`src/rtl/if_pc_stage.sv`:
```
// ============================================================================
// if_pc_stage : instruction-fetch PC stage with 1-entry skid to decode.
// Optional perf counters enabled by defining IF_PERF_CNT_EN.  Rev 1.0
// ============================================================================
`default_nettype none

module if_pc_stage #(
  parameter int unsigned     AW       = 10,
  parameter int unsigned     DW       = 32,
  parameter logic [AW-1:0]   RESET_PC = '0
) (
  input  logic          clk,
  input  logic          rst,
  input  logic          redirect_valid,
  input  logic [AW-1:0] redirect_pc,
  output logic [AW-1:0] pc_plus1,
  output logic          imem_en,
  output logic [AW-1:0] imem_addr,
  input  logic [DW-1:0] imem_rdata,
  output logic          id_valid,
  input  logic          id_ready,
  output logic [DW-1:0] id_inst,
  output logic [AW-1:0] id_pc
`ifdef IF_PERF_CNT_EN
  ,
  output logic [31:0]   perf_fetch_cnt,
  output logic [31:0]   perf_redirect_cnt
`endif
);

  logic [AW-1:0] pc_q, pc_d;
  logic          infl_q, infl_d;
  logic [AW-1:0] infl_pc_q, infl_pc_d;
  logic          id_valid_q, id_valid_d;
  logic [DW-1:0] id_inst_q, id_inst_d;
  logic [AW-1:0] id_pc_q, id_pc_d;
  logic          skid_v_q, skid_v_d;
  logic [DW-1:0] skid_inst_q, skid_inst_d;
  logic [AW-1:0] skid_pc_q, skid_pc_d;

  logic          deq;
  logic [1:0]    occ;
  logic [2:0]    occ_after;
  logic          issue;

  assign deq       = id_valid_q & id_ready;
  assign occ       = {1'b0, infl_q} + {1'b0, id_valid_q} + {1'b0, skid_v_q};
  assign occ_after = {1'b0, occ} - {2'b00, deq};
  // At most two words may be owned downstream of the PC (output + skid).
  assign issue     = ~rst & ~redirect_valid & (occ_after < 3'd2);

  assign pc_plus1  = pc_q + {{(AW-1){1'b0}}, 1'b1};
  assign imem_en   = issue;
  assign imem_addr = pc_q;
  assign id_valid  = id_valid_q;
  assign id_inst   = id_inst_q;
  assign id_pc     = id_pc_q;

  always_comb begin
    pc_d        = pc_q;
    infl_d      = 1'b0;
    infl_pc_d   = infl_pc_q;
    id_valid_d  = id_valid_q;
    id_inst_d   = id_inst_q;
    id_pc_d     = id_pc_q;
    skid_v_d    = skid_v_q;
    skid_inst_d = skid_inst_q;
    skid_pc_d   = skid_pc_q;

    if (redirect_valid) begin
      pc_d       = redirect_pc;
      id_valid_d = 1'b0;
      skid_v_d   = 1'b0;
    end else begin
      if (issue) begin
        pc_d      = pc_plus1;
        infl_d    = 1'b1;
        infl_pc_d = pc_q;
      end
      if (deq) begin
        if (skid_v_q) begin
          id_inst_d = skid_inst_q;
          id_pc_d   = skid_pc_q;
          skid_v_d  = 1'b0;
        end else begin
          id_valid_d = 1'b0;
        end
      end
      // The arriving word goes to the output only if that slot frees up this cycle.
      if (infl_q) begin
        if (!id_valid_q || (deq && !skid_v_q)) begin
          id_valid_d = 1'b1;
          id_inst_d  = imem_rdata;
          id_pc_d    = infl_pc_q;
        end else begin
          skid_v_d    = 1'b1;
          skid_inst_d = imem_rdata;
          skid_pc_d   = infl_pc_q;
        end
      end
    end
  end

  always_ff @(posedge clk or posedge rst) begin
    if (rst) begin
      pc_q        <= RESET_PC;
      infl_q      <= 1'b0;
      infl_pc_q   <= '0;
      id_valid_q  <= 1'b0;
      id_inst_q   <= '0;
      id_pc_q     <= '0;
      skid_v_q    <= 1'b0;
      skid_inst_q <= '0;
      skid_pc_q   <= '0;
    end else begin
      pc_q        <= pc_d;
      infl_q      <= infl_d;
      infl_pc_q   <= infl_pc_d;
      id_valid_q  <= id_valid_d;
      id_inst_q   <= id_inst_d;
      id_pc_q     <= id_pc_d;
      skid_v_q    <= skid_v_d;
      skid_inst_q <= skid_inst_d;
      skid_pc_q   <= skid_pc_d;
    end
  end

`ifdef IF_PERF_CNT_EN
  logic [31:0] fetch_cnt_q, fetch_cnt_d;
  logic [31:0] redir_cnt_q, redir_cnt_d;

  always_comb begin
    fetch_cnt_d = fetch_cnt_q + {31'd0, deq};
    redir_cnt_d = redir_cnt_q + {31'd0, redirect_valid};
  end

  always_ff @(posedge clk or posedge rst) begin
    if (rst) begin
      fetch_cnt_q <= '0;
      redir_cnt_q <= '0;
    end else begin
      fetch_cnt_q <= fetch_cnt_d;
      redir_cnt_q <= redir_cnt_d;
    end
  end

  assign perf_fetch_cnt    = fetch_cnt_q;
  assign perf_redirect_cnt = redir_cnt_q;
`endif

endmodule

`default_nettype wire
```
`config.mk`:
```
export PLATFORM = sky130hd
export DESIGN_NAME = if_pc_stage
export DESIGN_NICKNAME = d
export VERILOG_FILES = /design/src/rtl/if_pc_stage.sv
export SDC_FILE = /design/constraint.sdc
export NUM_CORES = 1
export LEC_CHECK = 0
export ABC_AREA = 1
export CORE_ASPECT_RATIO = 2
export CORE_MARGIN = 1
export CORE_UTILIZATION = 45
export CTS_CLUSTER_DIAMETER = 50
export DETAILED_ROUTE_END_ITERATION = 6
export PLACE_DENSITY = 0.83
export SKIP_CTS_REPAIR_TIMING = 1
export SLEW_MARGIN = 40
export SYNTH_ARGS = -nofsm -noshare
export SYNTH_HDL_FRONTEND = slang
export SYNTH_SLANG_ARGS = --single-unit
```
`constraint.sdc`:
```
create_clock -name clk -period 5.1 [get_ports clk]
set_input_delay 1.02 -clock clk [delete_from_list [all_inputs] [get_ports clk]]
set_output_delay 1.02 -clock clk [all_outputs]
set_load 0.005 [all_outputs]
```
Yosys cells after proc, flatten, opt, wreduce, memory -nomap -nowiden
Index checks and enable logic that the tools add are counted.

Bits in registers: 107. Bits in latches: 0. Memory bits (writable): 0. ROM bits: 0. Input bits: 46. Output and inout bits: 64. Word-level logic and storage cells: 48. Memories: 0.

$add $sub $neg: 4. Multiply operators: 0. Div/mod/pow operators: 0. Order comparisons: 1. Eq/ne operators: 0. Shifts and indexed selects: 0. Mux-type cells: 21. Bitwise logic cells: 6. Reduce and logical (&&, ||, !) cells: 7.

Operators with widths (number): $mux 32 (4); $mux 10 (6); $mux 1 (11); $add 10x1->10 const B (1); $and 1x1->1 (3); $lt 3x2->1 const B (1); $not 1->1 (3); $reduce_and 3->1 (1); $sub 2x1->3 (1); $add 1x1->2 (1); $add 2x1->2 (1); $logic_not 1->1 (2); $reduce_and 2->1 (1); $reduce_bool 2->1 (1); $logic_and 1x1->1 (1); $logic_or 1x1->1 (1).

Depth between registers and ports, before layout
Gate-level depths: netlist of run 1.

Depth after elaboration: 7. Gate-level depth with buffers: 13. Depth with buffers taken out: 13.

Worst setup path after synthesis of run 1
Ideal clock, no wire load.

Path kind: input port to output port. Start: in id_ready. End: out imem_en. Arrival time: 2206 ps. Data required time: 4080 ps. Slack: 1874 ps. Stages: 10. Buffers on the path: 1. Path through: nand2_1 -> inv_1 -> ha_1 -> inv_1 -> ha_1 -> nand2_1 -> nand3_1 -> nand2_1 -> nor2_1 -> buf_2.

Word-level cells in the longest chain between the ends: 4.

Ends and longest elaborated chain: from (decl) (line 21) `input logic id_ready,`; $and 1x1->1 (line 46) `assign deq = id_valid_q & id_ready;`; $sub 2x1->3 (line 48) `assign occ_after = {1'b0, occ} - {2'b00, deq};`; $lt 3x2->1 (line 50) `assign issue = ~rst & ~redirect_valid & (occ_after < 3'd2);`; $and 1x1->1 (line 50); to (decl) (line 17) `output logic imem_en,`.

Every way passes these cells.

Worst setup path in the final report of run 1
Same ends and word-level chain as after synthesis.

==> results of run 1 <==
## worst min-delay path, delay by kind of cell (launching register included)
kind	cells	cell delay, ns
compound gates	1	0.06
flops	1	0.35
simple gates	1	0.05
## state kept, by name, summed over array words and instances (netlist names)
name / cells
infl_pc_q: 10
id_pc: 10
skid_v_q: 1
imem_addr: 10
id_valid: 1
id_inst: 32
skid_inst_q: 32
skid_pc_q: 10
infl_q: 1
## where the power goes
| part | switching, mW | internal, mW | total, mW |
|---|---|---|---|
| Combinational | 0.287 | 0.312 | 0.599 |
| Sequential | 0.113 | 0.996 | 1.11 |
| Clock | 0.319 | 0.334 | 0.653 |
## metal layers
| layer | vias up | GRT usage (%) | share of wire (%) |
|---|---|---|---|
| li1 | 2646 | - | - |
| met1 | 2390 | 26.8 | 41 |
| met5 | - | 0 | 0 |
| met3 | 15 | 3.50 | 3.8 |
| met2 | 120 | 39.6 | 53 |
| met4 | 0 | 7.26 | 1.7 |
## path summary, 6_finish.rpt
check | start | endpoint | depth (start not counted)
min in group asynchronous | rst | skid_v_q | 2
setup / recovery | id_ready | imem_en | 11
hold / removal | infl_pc_q[4] | infl_pc_q[4] | 2
max in group asynchronous | rst | id_pc[2] | 3
hold reg to reg | infl_pc_q[4] | infl_pc_q[4] | 2
setup reg to reg | id_valid | imem_addr[1] | 13
## layout make-up
class | instances | share of cell area, %
Clock buffer | 9 | 3.17
Clock inverter | 7 | 0.704
Inverter | 142 | 7.56
Sequential cell | 107 | 37.6
Tap cell | 147 | 2.59
Timing Repair Buffer | 118 | 16.3
Multi-Input combinational cell | 544 | 32.0
## logic make-up (layout without fill, tap and decap cells)
kind of cell / count (synthesis) / count (layout) / share of synthesized area, %
AO/OA/AOI/OAI: 60 / 60 / 5.34
XOR/XNOR: 1 / 1 / 0.153
adder cells (fa/ha/maj): 3 / 3 / 0.657
buffers and inverters: 181 / 276 / 13.7
flip-flops: 107 / 107 / 46.8
AND/OR/NAND/NOR: 480 / 480 / 33.4
## cell usage in the layout (no fill, tap or decap)
| master | count |
|---|---|
| nand2_4 | 1 |
| and2_1 | 3 |
| a21oi_1 | 2 |
| nand3_4 | 1 |
| dfrtp_1 | 107 |
| clkinv_4 | 2 |
| inv_6 | 3 |
| xnor2_1 | 1 |
| ha_1 | 3 |
| o21ai_0 | 40 |
| nand2_2 | 2 |
| a21boi_0 | 1 |
| buf_4 | 8 |
| nand3_1 | 66 |
| nor2_1 | 8 |
| inv_2 | 4 |
| nand2_1 | 398 |
| o21ai_1 | 16 |
| inv_1 | 137 |
| buf_8 | 1 |
| nor2_4 | 1 |
| buf_2 | 1 |
| o31ai_1 | 1 |
| clkbuf_16 | 9 |
| clkinv_2 | 3 |
| clkdlybuf4s50_1 | 108 |
==> summary.md, run 1 <==
| Metric | Value |
|---|---|
| Outcome | `finished, final reports clean` |
| CP Cell Sequence | `clkdlybuf4s50_1, nand2_1, inv_1, ha_1, inv_1, ha_1, nand2_1, nand3_1, nand2_1, nor2_1, clkdlybuf4s50_1` |
| RSZ-0062 raised after global routing | `false` |
| Diode count | `0` |
| All-Layer GR Usage | `22.3%` |
| CTS buffer count | `9` |
| Post-synth EDFFs | `0` |
| Finished Cell Area | `7110 um^2` |
| GR Overflow Total | `0` |
| Antenna violations before repair | `0` |
| Top cells by count, synth | `nand2_1, inv_1, dfrtp_1, nand3_1, o21ai_0` |
| Synth top area cells | `dfrtp_1, nand2_1, inv_1, nand3_1, o21ai_0` |
| Post-synth cell types | `22` |
| CP bufs+invs | `4` |
| Slew Limit Fails | `0` |
| Die X | `81.7 um` |
| Core area | `12,300 um^2` |
| CTS Buffer Depth | `2` |
| Multi-input logic area | `2280 um^2` |
| CP peak stage delay | `0.56 ns` |
| First-pass GRT wire length | `22,600 um` |
| Die area | `13,200 um^2` |
| Yosys warnings | `0` |
| CP Capture Type | `output pin` |
| Clock slew at reported path FFs | `0.07 ns` |
| Final setup vio count | `0` |
| Placed standard-cell area | `6840 um^2` |
| Yosys top cell area share | `46.8%` |
| Cell repeated most along the worst path | `nand2_1` |
| Total Wirelength | `13,600 um` |
| # DRC | `0` |
| Number of global-route vias before repair | `4,745` |
| Fill cells | `1,155` |
| Avg WL per Cell | `12.7 um` |
| Worst reg-to-reg setup slack | `2.76 ns` |
| Utilization after layout | `58.0%` |
| Register Area | `2680 um^2` |
| CTS tree | `done` |
| Slowest cell on the critical path | `clkdlybuf4s50_1` |
| Clk_lat worst skew | `0.34 ns` |
| Crit share post-route | `85.6%` |
| GP Congestion | `0.802` |
| Most used DFF post-synth | `dfrtp_1` |
| Routed Antenna Nets | `0` |
| Worst EP arrival | `3.35 ns` |
| Final TNS setup | `0 ns` |
| Final setup skew | `0.00921 ns` |
| Total chip power | `2.36 mW` |
| Worst Path Required | `4.08 ns` |
| I/O pin count | `110` |
| Final Hold Vio Count | `0` |
| Initial core utilization | `46.6%` |
| Final WS setup | `0.735 ns` |
| Drt first-iter violations | `349` |
| Hold slack | `0.485 ns` |
| Cell with the most instances after synthesis | `nand2_1` |
| Mapped Cells | `832` |
| Nets | `971` |
| Row cnt | `57` |
| Hold WC Path Type | `register to register` |
| Syn Area/Cell | `6.87 um^2` |
| Register area share after synthesis | `46.8%` |
| Async set-reset flop share out of synthesis | `100%` |
| Register bit total from synthesis | `107` |
| Root Driver | `clkbuf_16` |
| I/O Buffers | `109` |
| Mapped Area | `5720 um^2` |
| Via density | `4.81` |
| Cell taking the most area after synthesis | `dfrtp_1` |
| Pleak | `3.84 nW` |
| Sink Count | `107` |
| Maximum clock rate | `229 MHz` |
| Synth Net Count | `881` |
| DPL Wire Length | `8710 um` |
| Detailed-route via count | `5,171` |
| Worst vdd ir | `193 uV` |
| Setup slack at placement | `0.711 ns` |
| Final min period | `4.37 ns` |
| Cell Count, Final, Fillers Out | `1,074` |
| Largest net degree at the start of global routing | `63` |
| Worst Tran Pin Value | `0.806 ns` |
| MaxCap Viol Count | `0` |
| Worst setup path class | `input pin to output pin` |
| CTS H-tree depth | `3` |
| Crit path max fanout | `3` |
| Area delta synth->final | `24.4%` |
| Cell Pwr Density | `332 nW/um^2` |
| Placed Cells | `1,058` |
| Normalized max-slew margin | `46.2%` |
| TritonRoute pass-1 iters | `5` |
| Die height | `161 um` |
| Critical path's top delay family | `buffers and inverters` |
| Layout cells sized above 1 | `3.88%` |
| Critical path launch point type | `input pin` |
No activity file was read; power rests on OpenSTA's default activity.
==> inputs of run 2 (changes only) <==
--- a/config.mk
+++ b/config.mk
@@ -7,4 +7,5 @@
 export LEC_CHECK = 0
 export ABC_AREA = 1
+export CAP_MARGIN = 20
 export CORE_ASPECT_RATIO = 2
 export CORE_MARGIN = 1
==> constraint.sdc (replaced) <==
create_clock -name clk -period 5.1 [get_ports clk]
set_input_delay 1.53 -clock clk [delete_from_list [all_inputs] [get_ports clk]]
set_output_delay 1.53 -clock clk [all_outputs]
set_load 0.005 [all_outputs]
==> run 2 against run 1 <==
Against the previous run:
- power up 0.83%
- cell count up 0.37%
- cell area up 1.0%
- non-clock buffer count up 4
- clock-buffer cell count unchanged
- clock power up 2%
- global-route usage down 0.17 points
- core utilization up 0.59 points
- wire length up 0.67%
- register-to-register slack better by 0.10 ns
- largest power group unchanged
- sequential cell count unchanged
- highest routed layer unchanged
==> summary.md, run 2 (same netlist as run 1, synthesis figures left out) <==
| Metric | Value |
|---|---|
| CTS tree | `done` |
| Hold endpoint | `skid_pc_q[3]` |
| Placed standard-cell area | `6890 um^2` |
| Worst EP arrival | `3.29 ns` |
| Final min period | `4.82 ns` |
| Normalized max-slew margin | `45.8%` |
| FF-to-FF Start | `id_valid` |
| Maximum clock rate | `207 MHz` |
| Worst setup path class | `input pin to output pin` |
| Die area | `13,200 um^2` |
| Number of global-route vias before repair | `4,906` |
| Clk_lat worst skew | `0.34 ns` |
| CP Capture Type | `output pin` |
| Cell Pwr Density | `331 nW/um^2` |
| Total chip power | `2.38 mW` |
| Hold WC Path Type | `register to register` |
| Detailed-route via count | `5,185` |
| CTS Buffer Depth | `2` |
| GP Congestion | `0.818` |
| Fill cells | `1,126` |
| I/O pin count | `110` |
| Root Driver | `clkbuf_16` |
| Crit share post-route | `94.5%` |
| TritonRoute pass-1 iters | `4` |
| Diode count | `0` |
| Setup slack at placement | `-0.0729 ns` |
| Cell Count, Final, Fillers Out | `1,078` |
| Slew Limit Fails | `0` |
| CTS H-tree depth | `3` |
| Worst Tran Pin Value | `0.812 ns` |
| Worst Path Required | `3.57 ns` |
| Drt first-iter violations | `359` |
| Initial core utilization | `46.6%` |
| Outcome | `finished, final reports clean` |
| # DRC | `0` |
| Largest net degree at the start of global routing | `87` |
| Nets | `975` |
| DPL Wire Length | `8750 um` |
| Final WS setup | `0.280 ns` |
| MaxCap Viol Count | `0` |
| Avg WL per Cell | `12.7 um` |
| Total Wirelength | `13,700 um` |
| Via density | `4.81` |
| Sink Count | `107` |
| Die X | `81.7 um` |
| CTS buffer count | `9` |
| Final setup skew | `0.00634 ns` |
| Clock slew at reported path FFs | `0.07 ns` |
| Hold Path Cell Cnt | `2` |
| RSZ-0062 raised after global routing | `false` |
| Finished Cell Area | `7190 um^2` |
| Worst r2r path cells | `13` |
| Commonest non-fill, non-tap cell in the layout | `nand2_1` |
| CP peak stage delay | `0.42 ns` |
| I/O Buffers | `109` |
| Final setup vio count | `0` |
| Reg-to-Reg End | `imem_addr[2]` |
| Die height | `161 um` |
| Worst reg-to-reg setup slack | `2.86 ns` |
| GR Overflow Total | `0` |
| Final TNS setup | `0 ns` |
| Crit path max fanout | `3` |
| Hold slack | `0.488 ns` |
| CP Cell Sequence | `clkdlybuf4s50_1, nand2_1, inv_1, ha_1, inv_1, ha_1, nand2_2, a21oi_1, nor2_1, buf_4, dlymetal6s2s_1` |
| HP Start | `skid_pc_q[3]` |
| First-pass GRT wire length | `22,700 um` |
| Row cnt | `57` |
| All-Layer GR Usage | `22.2%` |
| Slowest cell on the critical path | `clkdlybuf4s50_1` |
| Pleak | `3.87 nW` |
| Core area | `12,300 um^2` |
| Layout cells sized above 1 | `4.51%` |
| Routed Antenna Nets | `0` |
| Placed Cells | `1,062` |
| Final Hold Vio Count | `0` |
| Worst vdd ir | `226 uV` |
| Antenna violations before repair | `0` |
| Area delta synth->final | `25.7%` |
| Critical path launch point type | `input pin` |
| Utilization after layout | `58.6%` |
| Most frequent cells in the layout | `nand2_1, inv_1, dfrtp_1, clkdlybuf4s50_1, nand3_1` |
run 2: changes by cell type in the layout (fill, tap and decap cells not counted), sizes merged:
cell / change
clkinv: -4
clkdlybuf4s50: -1
inv: +1
buf: +4
dlymetal6s2s: +1
clkinvlp: +3
run 2: worst max-delay path by stage:
stage	startpoint	end	slack, ns	depth (start not counted)
6_report	id_ready	imem_en	0.28	11
5_1_grt	id_ready	imem_en	0.18	11
3_3_place_gp	id_ready	imem_en	-0.02	12
2_1_floorplan	rst	id_inst[0]	0.75	1
3_5_place_dp	id_ready	imem_en	-0.07	12
4_1_cts	id_ready	imem_en	-0.09	12
run 2: cell type report:
class                      count  area (um^2)  share of cell area, %
multi-input combinational    544         2280                   31.7
sequential                   107         2680                   37.3
inverter                     142          536                   7.45
clock buffer                   9          225                   3.13
clock inverter                 7         60.1                  0.836
tap                          147          184                   2.56
timing repair buffer         122         1230                   17.1
run 2: power by group:
group          switching, mW  leakage (nW)  internal (mW)
Combinational          0.288          2.38          0.314
Sequential             0.113          1.37          0.996
Clock                  0.330         0.131          0.339
run 2: worst max-delay path, delay by kind of cell:
kind            cells  cell delay, ns
simple gates        3            0.23
compound gates      1            0.18
fa+ha+maj           2            0.55
buf+inv             5            0.80
run 2: per-layer routing:
layer	GRT usage, %	vias to the layer above	share of wire [%]
li1	-	2660	-
met1	26.0	2376	41
met2	38.9	130	53
met3	3.16	19	3.6
met4	9.81	0	2.5
met5	0	-	0
==> inputs of run 3 (changes only) <==
Clock period 5.1 ns to 5.3 ns, I/O delays scaled along.
==> run 3 against run 2 <==
Against the previous run:
- sequential share of layout area is 0.16 points higher
- register-to-register slack worse by 0.25 ns
- sequential cell count stayed put
- clock-buffer cell count stayed put
==> summary.md, run 3 (same netlist as run 1, synthesis figures left out) <==
| Metric | Value |
|---|---|
| Hold Path Cell Cnt | `2` |
| # DRC | `0` |
| Critical path launch point type | `input pin` |
| Sink Count | `107` |
| CTS Buffer Depth | `2` |
| Clk pwr share | `28.0%` |
| Die height | `161 um` |
| Die X | `81.7 um` |
| Pleak | `3.86 nW` |
| Sw Share | `30.6%` |
| CP Capture Type | `output pin` |
| Comb pwr share | `25.4%` |
| Outcome | `finished, final reports clean` |
| HP Start | `skid_inst_q[18]` |
| GP Congestion | `0.829` |
| Fill cells | `1,138` |
| Worst EP arrival | `3.34 ns` |
| Drt first-iter violations | `400` |
| Final min period | `4.93 ns` |
| GRT busiest layer | `met2` |
| Total chip power | `2.29 mW` |
| Clk_lat worst skew | `0.35 ns` |
| Reg power frac | `46.6%` |
| Routed Antenna Nets | `0` |
| Normalized max-slew margin | `47.0%` |
| Antenna violations before repair | `0` |
| Number of global-route vias before repair | `4,916` |
| TritonRoute pass-1 iters | `5` |
| Die area | `13,200 um^2` |
| Worst Path Required | `3.71 ns` |
| Hold WC Path Type | `register to register` |
| CTS H-tree depth | `3` |
| Via density | `4.85` |
| CTS buffer count | `9` |
| DPL Wire Length | `8630 um` |
| Largest net degree at the start of global routing | `80` |
| Area delta synth->final | `25.1%` |
| MaxCap Viol Count | `0` |
| Total Wirelength | `13,700 um` |
| First-pass GRT wire length | `22,600 um` |
| Crit path max fanout | `3` |
| I/O pin count | `110` |
| Most frequent cells in the layout | `nand2_1, inv_1, dfrtp_1, clkdlybuf4s50_1, nand3_1` |
| Worst Tran Pin Value | `0.795 ns` |
| Final TNS setup | `0 ns` |
| Crit share post-route | `93.1%` |
| Placed Cells | `1,060` |
| I/O Buffers | `109` |
| Avg WL per Cell | `12.8 um` |
| Nets | `974` |
| Detailed-route via count | `5,220` |
| RSZ-0062 raised after global routing | `false` |
| Clock slew at reported path FFs | `0.07 ns` |
| Maximum clock rate | `203 MHz` |
| Final WS setup | `0.368 ns` |
| Reg-to-Reg End | `imem_addr[1]` |
| Pint | `1.59 mW` |
| Multi-input logic area | `2280 um^2` |
| Layout cells sized above 1 | `4.41%` |
| Setup slack at placement | `0.0149 ns` |
| Row cnt | `57` |
| GR Layer Usage met2 | `39.1%` |
| Initial core utilization | `46.6%` |
| All-Layer GR Usage | `22.2%` |
| Root Driver | `clkbuf_16` |
| Met3 Use GR | `3.67%` |
| Final setup vio count | `0` |
| Worst reg-to-reg setup slack | `2.61 ns` |
| Worst setup path class | `input pin to output pin` |
| GR Overflow Total | `0` |
| Register Area | `2680 um^2` |
| Commonest non-fill, non-tap cell in the layout | `nand2_1` |
| Worst vdd ir | `173 uV` |
| Psw | `699 uW` |
| Final setup skew | `0.0126 ns` |
| Hold endpoint | `skid_inst_q[18]` |
| Diode count | `0` |
| Final Hold Vio Count | `0` |
| Met1 Resource Use GR | `26.2%` |
| FF-to-FF Start | `id_valid` |
| Cell Pwr Density | `319 nW/um^2` |
| Cell Count, Final, Fillers Out | `1,077` |
| Slew Limit Fails | `0` |
| CTS tree | `done` |
| Worst r2r path cells | `13` |
| Core area | `12,300 um^2` |
run 3: cell types whose count changed in the layout (fill, tap and decap cells not counted), sizes merged:
cell / previous run / this run
clkinvlp: 3 / 1
buf: 14 / 13
clkinv: 1 / 3
run 3: worst max-delay path by stage:
stage | from | end | cells past startpoint
4_1_cts | id_ready | imem_en | 12
5_1_grt | id_ready | imem_en | 11
2_1_floorplan | rst | id_inst[0] | 1
3_3_place_gp | id_ready | imem_en | 12
6_report | id_ready | imem_en | 11
3_5_place_dp | id_ready | imem_en | 12
run 3: per-layer routing:
layer,share of wire [%],wire (um)
met5,0,0
met2,53,7230
met3,4.3,595
met4,2.1,282
met1,41,5630
run 3: worst max-delay path, stage by stage:
cell	delay, ns
clkdlybuf4s50_1	0.41
nand2_1	0.09
inv_1	0.06
ha_1	0.27
inv_1	0.04
ha_1	0.27
nand2_2	0.07
a21oi_1	0.19
nor2_1	0.06
buf_4	0.14
dlymetal6s2s_1	0.14
run 3: per-stage QoR:
stage	util (%)	instance area (um^2)	hold WS (ns)
2_1_floorplan	-	5720	0.453
3_3_place_gp	55.6	6820	0.465
3_5_place_dp	55.8	6850	0.473
4_1_cts	58.1	7130	0.491
5_1_grt	58.3	7150	0.504
6_report	58.3	7150	0.487
run 3: power groups by stage:
stage               combinational (mW)  clock, mW  sequential [mW]
floorplan                        0.310          0             1.06
global placement                 0.567          0             1.07
detailed placement               0.580          0             1.08
CTS                              0.586      0.658             1.06
global route                     0.666      0.688             1.08
finish                           0.580      0.640             1.06
run 3: layout make-up:
class / instances / area share, %
Multi-Input combinational cell: 544 / 31.9
Clock inverter: 7 / 0.822
Sequential cell: 107 / 37.4
Timing Repair Buffer: 121 / 16.6
Tap cell: 147 / 2.57
Inverter: 142 / 7.52
Clock buffer: 9 / 3.15
==> edit 1: new RTL, flow settings as in run 3 <==
Add a define of `IF_PERF_CNT_EN`.
--- a/src/rtl/if_pc_stage.sv
+++ b/src/rtl/if_pc_stage.sv
@@ -5,2 +5,4 @@
 `default_nettype none
+
+`define IF_PERF_CNT_EN
 
Formal check against the unedited RTL (old outputs only; new: perf_fetch_cnt and perf_redirect_cnt): equivalent (Yosys induction, for registers that start in step).
==> edit 1 against run 3 <==
  * Sequential cell count rose by 64
  * Combinational power increased by 25%
  * Setup slack worse by 0.23 ns
  * Via count increased by 58%
  * Register-to-register slack better by 0.31 ns
  * Fmax is 4.5% lower
  * Cell area grew 59%
  * Synthesized cell count is 44% higher
  * Total power is 58% higher
  * Synthesized area increased by 53%
  * Routed wire length up 70%
  * Largest power group unchanged
==> edit 1: results (changes against run 3) <==
Outcome - completed (unchanged)
Ant. Diodes - 0 (unchanged)
R2R cell count - 9 (was 13)
Fillcell total - 1713 (was 1138)
DP Worst Slack - 0.1322 ns (was 0.01492 ns)
Reg2reg start - skid_v_q (was id_valid)
Mapped Nets - 1249 (was 881)
# nets final - 1415 (was 974)
Post-synthesis sequential area ratio - 48.84% (was 46.83%)
Hold WC Path Type - reg -> reg (unchanged)
Total GRT Usage - 24.75% (was 22.21%)
Routed wire per std cell - 14.36 um (was 12.76 um)
Switching share of total power - 28.58% (was 30.59%)
Seq cells post-synth - 171 (was 107)
Pre-Repair DR Iteration Count - 7 (was 5)
Async set-reset flop share out of synthesis - 100.0% (unchanged)
GPL Wtd Cong - 0.9144 (was 0.8288)
Initial antenna violation count - 0 (unchanged)
Synth Flop Type - dfrtp_1 (unchanged)
Synth Area in XOR/XNOR - 3.299% (was 0.1532%)
CTS Buffer Depth - 2 (unchanged)
Clk root buf - clkbuf_16 (unchanged)
Top cells by area, synth - dfrtp_1 49%, nand2_1 22%, inv_1 5.4% (was dfrtp_1 47%, nand2_1 26%, inv_1 9.1%)
Ys Warns - 0 (unchanged)
Compound-cell area share of the yosys netlist - 5.913% (was 5.339%)
Hold Path Origin - skid_pc_q[4] (was skid_inst_q[18])
CTS Buf Count - 17 (was 9)
I/O Buffers - 173 (was 109)
Worst-Margin Slew - 0.7188 ns (was 0.7946 ns)
Worst VDD drop - 0.1683 mV (was 0.1731 mV)
1st-iter DRT viols - 442 (was 400)
Global-route wire length before repair - 38.61 mm (was 22.57 mm)
Crit path DAT - 3.58 ns (was 3.34 ns)
R2r setup slk - 2.92 ns (was 2.61 ns)
WHS Path Cells - 2 (unchanged)
Detail Placement HPWL - 16.55 mm (was 8.626 mm)
Leak pwr - 5.340 nW (was 3.865 nW)
Worst Clk Skew - 0.008041 ns (was 0.01264 ns)
Post-synthesis mux area share - 0% (unchanged)
CTS clock-pin slew for the worst setup and hold paths - 0.07 ns (about the same)
Reg2reg end - id_inst[5] (was imem_addr[1])
Largest net degree at the start of global routing - 75 (was 80)
Clock Latency Late Sink - 0.43 ns (was 0.35 ns)
Synth Area in Adders - 0.9997% (was 0.6565%)
Netlist cell types - 24 (was 22)
Vias/cell - 5.048 (was 4.847)
Hold endpoint - skid_pc_q[4] (was skid_inst_q[18])
Commonest cells in the netlist - 505 x nand2_1, 171 x dfrtp_1, 127 x inv_1 (was 398 x nand2_1, 138 x inv_1, 107 x dfrtp_1)
CTS H-tree lvls - 4 (was 3)
Fraction of layout cells with a size suffix above 1 - 4.364% (was 4.409%)
Crit Path Max Fanout - 2 (was 3)
Hold slack - 0.4840 ns (was 0.4868 ns)
Vias in the first global route - 8128 (was 4916)
==> edit 1: layer usage <==
metal  share of wire (%)  global-route usage, %  vias up  wire [um]
met3                 4.1                  4.862       61        964
met2                  55                  46.83      228      12800
met1                  37                  25.16     3919       8677
li1                    -                      -     4020          -
met4                 4.1                  12.61        0        964
met5                   0                      0        -          0
==> edit 1: kinds of logic after synthesis <==
kind of cell | after synthesis
and+or+nand+nor | 714
buffers and inverters | 168
xor gates and xnor gates | 33
AOI/OAI and AO/OA | 103
adders and majority gates | 7
DFF | 171
==> edit 1: critical path: stages <==
cell	delay, ns
clkdlybuf4s50_1	0.43
nand2_1	0.10
inv_1	0.06
ha_1	0.27
inv_1	0.04
ha_1	0.26
nand2_1	0.08
nand2_1	0.05
nand2_1	0.06
nand3_2	0.08
inv_1	0.06
clkdlybuf4s50_1	0.49
==> edit 1: layout make-up <==
| cell class | instances | area, um^2 | area share [%] |
|---|---|---|---|
| inverter | 129 | 491.7 | 4.324 |
| multi-input combinational | 857 | 3810 | 33.51 |
| sequential | 171 | 4279 | 37.63 |
| clock inverter | 11 | 108.9 | 0.9573 |
| timing repair buffer | 186 | 1882 | 16.55 |
| tap | 255 | 319.1 | 2.806 |
| clock buffer | 21 | 480.5 | 4.225 |
==> edit 1: worst max-delay path by stage <==
stage | startpoint | cells after the start | to | slack, ns
6_report | id_ready | 12 | imem_en | 0.13
5_1_grt | id_ready | 12 | imem_en | 0.02
4_1_cts | id_ready | 12 | imem_en | 0.13
3_5_place_dp | id_ready | 12 | imem_en | 0.13
3_3_place_gp | id_ready | 12 | imem_en | 0.17
2_1_floorplan | id_ready | 10 | imem_en | 0.81
==> edit 1: through the flow <==
step / cell area, um^2 / power [W] / util [%] / cells
final: 11370 / 0.003612 / 60.09 / 1630
after global routing: 11370 / 0.003801 / 60.09 / 1630
after CTS: 11370 / 0.003646 / 60.09 / 1630
after detailed placement: 10780 / 0.002396 / 56.97 / 1598
after global placement: 10730 / 0.002363 / 56.71 / 1596
after floorplan: 8765 / 0.001976 / - / 1196
==> edit 1: power by group through the flow <==
stage,Clock (W),Combinational (W),Sequential [W]
2_1_floorplan,0,0.000333,0.00164
3_3_place_gp,0,0.000702,0.00166
3_5_place_dp,0,0.000727,0.00167
4_1_cts,0.00127,0.000733,0.00165
5_1_grt,0.00131,0.000814,0.00167
6_report,0.00124,0.000723,0.00165
==> edit 2: new RTL, flow settings as in run 3 <==
Made on the original files. The parameter `DW` goes from 32 to 64.
--- a/src/rtl/if_pc_stage.sv
+++ b/src/rtl/if_pc_stage.sv
@@ -8,3 +8,3 @@
   parameter int unsigned     AW       = 10,
-  parameter int unsigned     DW       = 32,
+  parameter int unsigned     DW       = 64,
   parameter logic [AW-1:0]   RESET_PC = '0
Ports: changed (resized id_inst and imem_rdata); port bits go from 110 to 174. The function was not compared with the original's and may differ.
==> edit 2 against run 3 <==
  * Total power rose by 68%
  * Sequential cell count is 64 higher
  * Setup slack lost 0.11 ns
  * Clock power rose by 87%
  * Routed wire length is 75% higher
  * Global-route usage increased by 2.1 points
  * Die area up 59%
  * Register-to-register slack better by 0.40 ns
  * Cell area grew 63%
  * Synthesized area is 60% higher
  * Critical endpoint unchanged
==> edit 2: results (changes against run 3) <==
Post-synthesis sequential area ratio - 46.78% (was 46.83%)
Crit path DAT - 3.45 ns (was 3.34 ns)
Fraction of layout cells with a size suffix above 1 - 4.122% (was 4.409%)
Switching share of total power - 29.76% (was 30.59%)
I/O Buffers - 173 (was 109)
CP top delay family - buffers and inverters (unchanged)
R2r setup slk - 3.01 ns (was 2.61 ns)
Async set-reset flop share out of synthesis - 100.0% (unchanged)
Worst Clk Skew - 0.01183 ns (was 0.01264 ns)
Post-Layout Cell Count - 1766 (was 1077)
Mapped Nets - 1428 (was 881)
Hold Path Origin - infl_pc_q[4] (was skid_inst_q[18])
GPL Wtd Cong - 0.8012 (was 0.8288)
Avg Cell Area, Syn - 6.791 um^2 (was 6.873 um^2)
Compound-cell area share of the yosys netlist - 5.198% (was 5.339%)
1st-iter DRT viols - 451 (was 400)
Hold slack - 0.4849 ns (was 0.4868 ns)
Synth Area in XOR/XNOR - 0.1915% (was 0.1532%)
Clock Latency Late Sink - 0.42 ns (was 0.35 ns)
Reg2reg end - imem_addr[3] (was imem_addr[1])
DP Worst Slack - -0.06202 ns (was 0.01492 ns)
Outcome - completed (unchanged)
Hold endpoint - infl_pc_q[4] (was skid_inst_q[18])
Synth top area share - 46.78% (was 46.83%)
Met1 Track Usage GR - 27.46% (was 26.22%)
Slew headroom - 50.90% (was 46.95%)
CP max stage delay - 0.50 ns (was 0.41 ns)
Top cells by area, synth - dfrtp_1 47%, nand2_1 27%, inv_1 9.8% (was dfrtp_1 47%, nand2_1 26%, inv_1 9.1%)
Netlist cell types - 21 (was 22)
Placed Area - 11050 um^2 (was 6845 um^2)
Via count - 8480 (was 5220)
Vias in the first global route - 8315 (was 4916)
Leak pwr - 6.304 nW (was 3.865 nW)
Synth Area in Adders - 0.4103% (was 0.6565%)
Detail Placement HPWL - 15.52 mm (was 8.626 mm)
Routed wire length - 24.06 mm (was 13.74 mm)
# nets final - 1572 (was 974)
Total GRT Usage - 24.32% (was 22.21%)
Final min period - 5.041 ns (was 4.932 ns)
==> edit 2: power by group through the flow <==
stage	clock network, W	registers (W)	logic (W)
2_1_floorplan	0	0.00170	0.000493
3_3_place_gp	0	0.00172	0.000898
3_5_place_dp	0	0.00173	0.000932
4_1_cts	0.00122	0.00171	0.000940
5_1_grt	0.00127	0.00174	0.00107
6_report	0.00120	0.00171	0.000928
==> edit 2: area by class of cell <==
type | instances | area, um^2
Fill cell | 1821 | 8282
Sequential cell | 171 | 4279
Multi-Input combinational cell | 863 | 3556
Timing Repair Buffer | 194 | 1979
Inverter | 244 | 919.6
Clock buffer | 23 | 478.0
Tap cell | 262 | 327.8
Clock inverter | 9 | 90.09
==> edit 2: per-layer routing <==
metal  vias up  share of wire, %
li1       4245                 -
met1      3906                39
met2       277                53
met3        52               4.5
met4         0               4.2
met5         -                 0
